$ cat src/rtl/hazard_unit_pkg.sv
// Shared types for the hazard unit: register address width, forward select
// encodings, multiply/divide timer states and the forward-select priority rule.
package hazard_unit_pkg;

    localparam int REG_W = 5;
    typedef logic [REG_W-1:0] reg_addr_t;

    typedef enum logic [1:0] {
        FWD_NONE = 2'b00,
        FWD_MEM  = 2'b01,
        FWD_WB   = 2'b10
    } fwd_e;

    typedef enum logic {
        MD_IDLE = 1'b0,
        MD_BUSY = 1'b1
    } md_state_e;

    // MEM wins over WB because it holds the younger result; $0 is never forwarded.
    function automatic logic [1:0] fwd_sel(input reg_addr_t src,
                                           input reg_addr_t wr_m, input logic we_m,
                                           input reg_addr_t wr_w, input logic we_w);
        if (we_m && (wr_m != '0) && (wr_m == src)) return FWD_MEM;
        if (we_w && (wr_w != '0) && (wr_w == src)) return FWD_WB;
        return FWD_NONE;
    endfunction

endpackage

$ cat src/rtl/hazard_unit_if.sv
// Pipeline <-> hazard unit signal bundle. The pipeline side is the master,
// the hazard unit is the slave.
interface hazard_unit_if;
    import hazard_unit_pkg::*;

    reg_addr_t  rsD;
    reg_addr_t  rtD;
    reg_addr_t  writeRegAddrE;
    logic       regWriteE;
    logic       memToRegE;
    logic       branchTakenD;
    logic       mdStartD;
    logic       mdStartE;
    logic       hiloReadD;
    logic [1:0] forwardAE;
    logic [1:0] forwardBE;
    logic       stallF;
    logic       stallD;
    logic       flushD;
    logic       flushE;
    logic       mdBusy;
    logic       mdDone;

    modport master (
        output rsD, rtD, writeRegAddrE, regWriteE, memToRegE, branchTakenD,
               mdStartD, mdStartE, hiloReadD,
        input  forwardAE, forwardBE, stallF, stallD, flushD, flushE, mdBusy, mdDone
    );

    modport slave (
        input  rsD, rtD, writeRegAddrE, regWriteE, memToRegE, branchTakenD,
               mdStartD, mdStartE, hiloReadD,
        output forwardAE, forwardBE, stallF, stallD, flushD, flushE, mdBusy, mdDone
    );

endinterface

$ cat src/rtl/hazard_unit_md_timer.sv
// Multiply/divide occupancy timer: busy for MD_LATENCY cycles after start,
// done pulses on the last busy cycle. Starts while busy are ignored.
module md_timer
    import hazard_unit_pkg::*;
#(
    parameter int MD_LATENCY = 32
) (
    input  logic clk,
    input  logic rst,
    input  logic start,
    output logic busy,
    output logic done
);

    localparam int CNT_W = $clog2(MD_LATENCY);

    md_state_e        state_q;
    logic [CNT_W-1:0] cnt_q;
    logic             busy_q;
    logic             done_q;

    // done_q is raised one edge ahead so it lines up with the count==0 cycle.
    always_ff @(posedge clk or posedge rst) begin
        if (rst) begin
            state_q <= MD_IDLE;
            cnt_q   <= '0;
            busy_q  <= 1'b0;
            done_q  <= 1'b0;
        end else begin
            case (state_q)
                MD_IDLE: begin
                    if (start) begin
                        state_q <= MD_BUSY;
                        cnt_q   <= CNT_W'(MD_LATENCY - 1);
                        busy_q  <= 1'b1;
                        done_q  <= 1'b0;
                    end
                end
                MD_BUSY: begin
                    if (cnt_q == '0) begin
                        state_q <= MD_IDLE;
                        busy_q  <= 1'b0;
                        done_q  <= 1'b0;
                    end else begin
                        cnt_q  <= cnt_q - 1'b1;
                        done_q <= (cnt_q == CNT_W'(1));
                    end
                end
                default: begin
                    state_q <= MD_IDLE;
                    busy_q  <= 1'b0;
                    done_q  <= 1'b0;
                end
            endcase
        end
    end

    assign busy = busy_q;
    assign done = done_q;

endmodule

$ cat src/rtl/hazard_unit.sv
// Pipeline hazard unit: EX operand forwarding from shadowed M/W destinations,
// load-use and HI/LO stalls, branch flush, and multiply/divide occupancy.
module hazard_unit
    import hazard_unit_pkg::*;
#(
    parameter int MD_LATENCY = 32
) (
    input  logic         clk,
    input  logic         rst,
    hazard_unit_if.slave hz
);

    reg_addr_t rsE_q, rsE_d, rtE_q, rtE_d;
    reg_addr_t writeRegM_q, writeRegW_q;
    logic      regWriteM_q, regWriteW_q;
    logic      md_busy, md_done;
    logic      load_use, md_hazard, stall;

    assign load_use  = hz.regWriteE & hz.memToRegE & (hz.writeRegAddrE != '0) &
                       ((hz.writeRegAddrE == hz.rsD) | (hz.writeRegAddrE == hz.rtD));
    assign md_hazard = md_busy & (hz.hiloReadD | hz.mdStartD);
    assign stall     = load_use | md_hazard;

    // A flushed EX gets a bubble with source $0 so it can never match a forward.
    always_comb begin
        rsE_d = hz.rsD;
        rtE_d = hz.rtD;
        if (stall) begin
            rsE_d = '0;
            rtE_d = '0;
        end
    end

    always_ff @(posedge clk or posedge rst) begin
        if (rst) begin
            rsE_q       <= '0;
            rtE_q       <= '0;
            writeRegM_q <= '0;
            regWriteM_q <= 1'b0;
            writeRegW_q <= '0;
            regWriteW_q <= 1'b0;
        end else begin
            rsE_q       <= rsE_d;
            rtE_q       <= rtE_d;
            writeRegM_q <= hz.writeRegAddrE;
            regWriteM_q <= hz.regWriteE;
            writeRegW_q <= writeRegM_q;
            regWriteW_q <= regWriteM_q;
        end
    end

    logic [1:0][REG_W-1:0] src_e;
    logic [1:0][1:0]       fwd;

    assign src_e = {rtE_q, rsE_q};

    for (genvar g = 0; g < 2; g++) begin : g_fwd
        assign fwd[g] = fwd_sel(src_e[g], writeRegM_q, regWriteM_q, writeRegW_q, regWriteW_q);
    end

    md_timer #(.MD_LATENCY(MD_LATENCY)) u_md_timer (
        .clk   (clk),
        .rst   (rst),
        .start (hz.mdStartE),
        .busy  (md_busy),
        .done  (md_done)
    );

    assign hz.forwardAE = fwd[0];
    assign hz.forwardBE = fwd[1];
    assign hz.stallF    = stall;
    assign hz.stallD    = stall;
    assign hz.flushE    = stall;
    // A taken branch under stall re-presents itself once the stall drops.
    assign hz.flushD    = hz.branchTakenD & ~stall;
    assign hz.mdBusy    = md_busy;
    assign hz.mdDone    = md_done;

endmodule

$ cat src/flat_wrapper.sv
// flat-port wrapper written by rule: the top's interface ports become plain ports
module hazard_unit_flat import hazard_unit_pkg::*;
#(
    parameter int MD_LATENCY = 32
)
  (clk, rst, hz_rsD, hz_rtD, hz_writeRegAddrE, hz_regWriteE, hz_memToRegE, hz_branchTakenD, hz_mdStartD, hz_mdStartE, hz_hiloReadD, hz_forwardAE, hz_forwardBE, hz_stallF, hz_stallD, hz_flushD, hz_flushE, hz_mdBusy, hz_mdDone);
  hazard_unit_if hz_i ();
  input  logic clk;
  input  logic rst;
  input wire logic [$bits(hz_i.rsD)-1:0] hz_rsD;
  input wire logic [$bits(hz_i.rtD)-1:0] hz_rtD;
  input wire logic [$bits(hz_i.writeRegAddrE)-1:0] hz_writeRegAddrE;
  input wire logic [$bits(hz_i.regWriteE)-1:0] hz_regWriteE;
  input wire logic [$bits(hz_i.memToRegE)-1:0] hz_memToRegE;
  input wire logic [$bits(hz_i.branchTakenD)-1:0] hz_branchTakenD;
  input wire logic [$bits(hz_i.mdStartD)-1:0] hz_mdStartD;
  input wire logic [$bits(hz_i.mdStartE)-1:0] hz_mdStartE;
  input wire logic [$bits(hz_i.hiloReadD)-1:0] hz_hiloReadD;
  output wire logic [$bits(hz_i.forwardAE)-1:0] hz_forwardAE;
  output wire logic [$bits(hz_i.forwardBE)-1:0] hz_forwardBE;
  output wire logic [$bits(hz_i.stallF)-1:0] hz_stallF;
  output wire logic [$bits(hz_i.stallD)-1:0] hz_stallD;
  output wire logic [$bits(hz_i.flushD)-1:0] hz_flushD;
  output wire logic [$bits(hz_i.flushE)-1:0] hz_flushE;
  output wire logic [$bits(hz_i.mdBusy)-1:0] hz_mdBusy;
  output wire logic [$bits(hz_i.mdDone)-1:0] hz_mdDone;
  assign hz_i.rsD = hz_rsD;
  assign hz_i.rtD = hz_rtD;
  assign hz_i.writeRegAddrE = hz_writeRegAddrE;
  assign hz_i.regWriteE = hz_regWriteE;
  assign hz_i.memToRegE = hz_memToRegE;
  assign hz_i.branchTakenD = hz_branchTakenD;
  assign hz_i.mdStartD = hz_mdStartD;
  assign hz_i.mdStartE = hz_mdStartE;
  assign hz_i.hiloReadD = hz_hiloReadD;
  assign hz_forwardAE = hz_i.forwardAE;
  assign hz_forwardBE = hz_i.forwardBE;
  assign hz_stallF = hz_i.stallF;
  assign hz_stallD = hz_i.stallD;
  assign hz_flushD = hz_i.flushD;
  assign hz_flushE = hz_i.flushE;
  assign hz_mdBusy = hz_i.mdBusy;
  assign hz_mdDone = hz_i.mdDone;
  hazard_unit #(.MD_LATENCY(MD_LATENCY)) u_core (.clk(clk), .rst(rst), .hz(hz_i));
endmodule
$ cat config.mk
export PLATFORM = sky130hd
export DESIGN_NAME = hazard_unit_flat
export DESIGN_NICKNAME = d
export VERILOG_FILES = /design/src/rtl/hazard_unit_pkg.sv /design/src/rtl/hazard_unit_if.sv /design/src/rtl/hazard_unit_md_timer.sv /design/src/rtl/hazard_unit.sv /design/src/flat_wrapper.sv
export SDC_FILE = /design/constraint.sdc
export NUM_CORES = 1
export LEC_CHECK = 0
export CORE_MARGIN = 1
export CORE_UTILIZATION = 35
export DETAILED_ROUTE_END_ITERATION = 8
export GPL_TIMING_DRIVEN = 0
export HOLD_SLACK_MARGIN = 0.03
export PLACE_DENSITY = 0.58
export SLEW_MARGIN = 20
export SYNTH_ARGS = -nofsm -noshare
export SYNTH_HDL_FRONTEND = slang
export SYNTH_SLANG_ARGS = --single-unit
$ cat constraint.sdc
create_clock -name clk -period 3.2 [get_ports clk]
set_input_delay 0.96 -clock clk [delete_from_list [all_inputs] [get_ports clk]]
set_output_delay 0.96 -clock clk [all_outputs]
set_load 0.05 [all_outputs]
==> out/metrics.cfg <==
[drt]
ant_nets = 0
route.detailed.drc = 0
drt_pass1_iterations = 4
vias = 1092
via_per_inst = 4.83
wl_per_cell_um = 12.9
initialDrtViolationCount = 20
wirelength_um = 2910

[power_and_ir_drop]
internal_power_uw = 874
power_mw = 1.37
power_frac_comb = 0.383
clkPwrFrac = 0.219
p_leak_nw = 0.889
power_switching_share = 0.363
seqPwrFrac = 0.398
power_switching_uw = 498
irDropWorstVdd_uv = 536
p_per_area_nw_per_um2 = 682

[floorplanning]
placementRows = 23
initial_core_util = 0.364
core_um2 = 3970
floorplan.die.width_um = 66.3
die_h_um = 66.3
die_area_um2 = 4390
io_pins = 33

[sta]
setup_tns_ns = -0.108
report.final.slew_viol_count = 0
hold_ws_ns = 0.409
finalHoldViolations = 0
fmax_mhz = 307
finalSetupViolations = 2
setup_ws_ns = -0.0545
tightest_slew_ns = 0.587
rsz0062_at_grt = yes
final_min_period_over_clock_period = 1.02
clock_skew_ns = 0.00272
slew_headroom = 0.608
post-route-min-period_ns = 3.25

[layout]
final_net_count = 200
area_growth_pct = 39.0
stdcell_count = 226
num_antenna_cells = 0
fillers = 354
design_area_um2 = 2010
drive_gt1_frac = 0.199

[worst_setup_path]
cp_slowest_cell = or3_1
crit_type = primary input to primary output
crit_buf_inv = 3
critical-path-top-delay-family = compound AO/OA/AOI/OAI gates
arrival_ns = 2.29
cp_data_required_time_ns = 2.24
worstPathCellList = buf_8 > or3_1 > o311a_1 > a21bo_2 > buf_6 > buf_8
slowest_delay_ns = 0.36
path_max_fanout = 3
worstSetupStartpointType = primary input
cp_common_cell = buf_8
cp-end-kind = primary output

[place]
gp_congestion = 0.761
dp_cells = 215
place_area_um2 = 1860
portBuffers = 32
hpwl_um = 2290

[synth]
syn-cell-area_um2 = 1450
ys_ff_latch = 30
synth_top_cell_area_share = 0.519
synth_most_common_cell = dfrtp_1
netlist_top_cells_area = dfrtp_1, xnor2_1, xor2_1
async_flop_share = 1.00
synthFlopType = dfrtp_1
yosysSeqAreaShare = 0.519
syn_area_per_cell_um2 = 10.9
ys_types = 30
yosysWarnings = 0
synth_edf_count = 0
synth_nets = 158
yosysTopAreaCell = dfrtp_1
synthCells = 133
synth_common_cells = dfrtp_1, xnor2_1, nand2_1, xor2_1, a21oi_1

[clock_tree]
cts_made_buffers = 5
clk_pin_slew_ns = 0.06
cts_tree = yes
cts.sinks = 30
cts_root_buf = clkbuf_8
clock_latency_ns = 0.27
cts_hold_buf = 0
htree_num_levels = 2
cts_buffer_depth = 2

[global_route]
grt.overflow.total = 0
grt_max_degree = 31
grt_pass1_vias = 1149
grt_pass1_wl_um = 5020
grt_usage = 0.156
antenna_found_initial = 0

[outcome]
status = finished, violations left
violations = negative setup slack

[hold_path]
hold_path_class = register to register

[flow_run]
max_cap_viol_count = 0

[worst paths after layout]
path	end	cells past startpoint	slack (ns)	from
worst max register to register	u_core.u_md_timer.cnt_q[2]	4	1.63	u_core.u_md_timer.state_q
worst min-delay path	u_core.regWriteW_q	0	0.41	u_core.regWriteM_q
worst min register to register	u_core.regWriteW_q	0	0.41	u_core.regWriteM_q
min in group asynchronous	u_core.writeRegW_q[0]	2	1.08	rst
worst max-delay path	hz_stallD	6	-0.05	hz_writeRegAddrE[2]
max in group asynchronous	u_core.rtE_q[1]	2	1.74	rst
[cell usage in the layout (no fill, tap or decap), types with 2 or more instances in the layout]
master,count
xnor2_1,16
dlymetal6s2s_1,2
nor2_1,5
buf_4,4
or4_1,4
nor4_2,3
buf_8,4
dfrtp_1,30
ha_1,2
clkdlybuf4s50_1,9
o21ai_2,2
inv_1,3
a21oi_1,11
a31oi_1,3
nand2_1,14
buf_6,5
a41oi_1,2
dlygate4sd2_1,12
xor2_1,14
nand3_1,4
clkbuf_8,7
a211oi_1,2
buf_2,3
[registers in the layout, indices dropped and copies added, names as in the netlist]
signal,count
u_core.regWriteW_q,1
u_core.regWriteM_q,1
u_core.writeRegM_q,5
u_core.u_md_timer.cnt_q,5
u_core.u_md_timer.busy,1
u_core.u_md_timer.done,1
u_core.u_md_timer.state_q,1
u_core.rsE_q,5
u_core.writeRegW_q,5
u_core.rtE_q,5
[final cells by class]
| class | instances | area (um2) | share of cell area |
|---|---|---|---|
| Clock buffer | 7 | 86.3 | 0.0429 |
| Inverter | 4 | 15.0 | 0.00747 |
| Multi-Input combinational cell | 94 | 696 | 0.346 |
| Tap cell | 50 | 62.6 | 0.0311 |
| Timing Repair Buffer | 35 | 340 | 0.169 |
| Buffer | 5 | 55.1 | 0.0274 |
| Clock inverter | 1 | 5.00 | 0.00249 |
| Sequential cell | 30 | 751 | 0.373 |
[per-layer routing]
| layer | track usage | wire (um) |
|---|---|---|
| met1 | 0.179 | 1280 |
| met2 | 0.265 | 1440 |
| met3 | 0.0397 | 153 |
| met4 | 0.0798 | 32 |
| met5 | 0 | 0 |
[cell families (layout without fill, tap and decap cells)]
group                    count (synthesis)  count (layout)  synth area share
AO/OA/AOI/OAI                           27              27             0.120
XOR/XNOR                                30              30             0.182
adder cells (fa/ha/maj)                  2               2            0.0173
buffers and inverters                    9              52            0.0294
flip-flops                              30              30             0.519
AND/OR/NAND/NOR                         35              35             0.132
[repair_timing]
| action | CTS | global route |
|---|---|---|
| endpoints found under the setup margin | 8 | 6 |
| setup buffers | 1 | 2 |
| pin swaps | 11 | 6 |
| hold endpoints to repair | 0 | 0 |
| resized for setup | 78 | 8 |
[power groups by stage]
stage                     Clock [mW]  Combinational [mW]  Sequential [mW]
after detailed placement           0               0.486            0.551
final                          0.301               0.525            0.546
after global placement             0               0.475            0.546
after global routing           0.331               0.570            0.559
after CTS                      0.312               0.524            0.544
after floorplan                    0               0.327            0.557
[per-stage QoR]
stage	util	setup WS [ns]
6_report	0.506	-0.0545
5_1_grt	0.506	-0.0947
4_1_cts	0.503	-0.0863
3_5_place_dp	0.469	-1.11
3_3_place_gp	0.469	-1.13
2_1_floorplan	-	-0.0369
(Power assumes the default switching activity.)
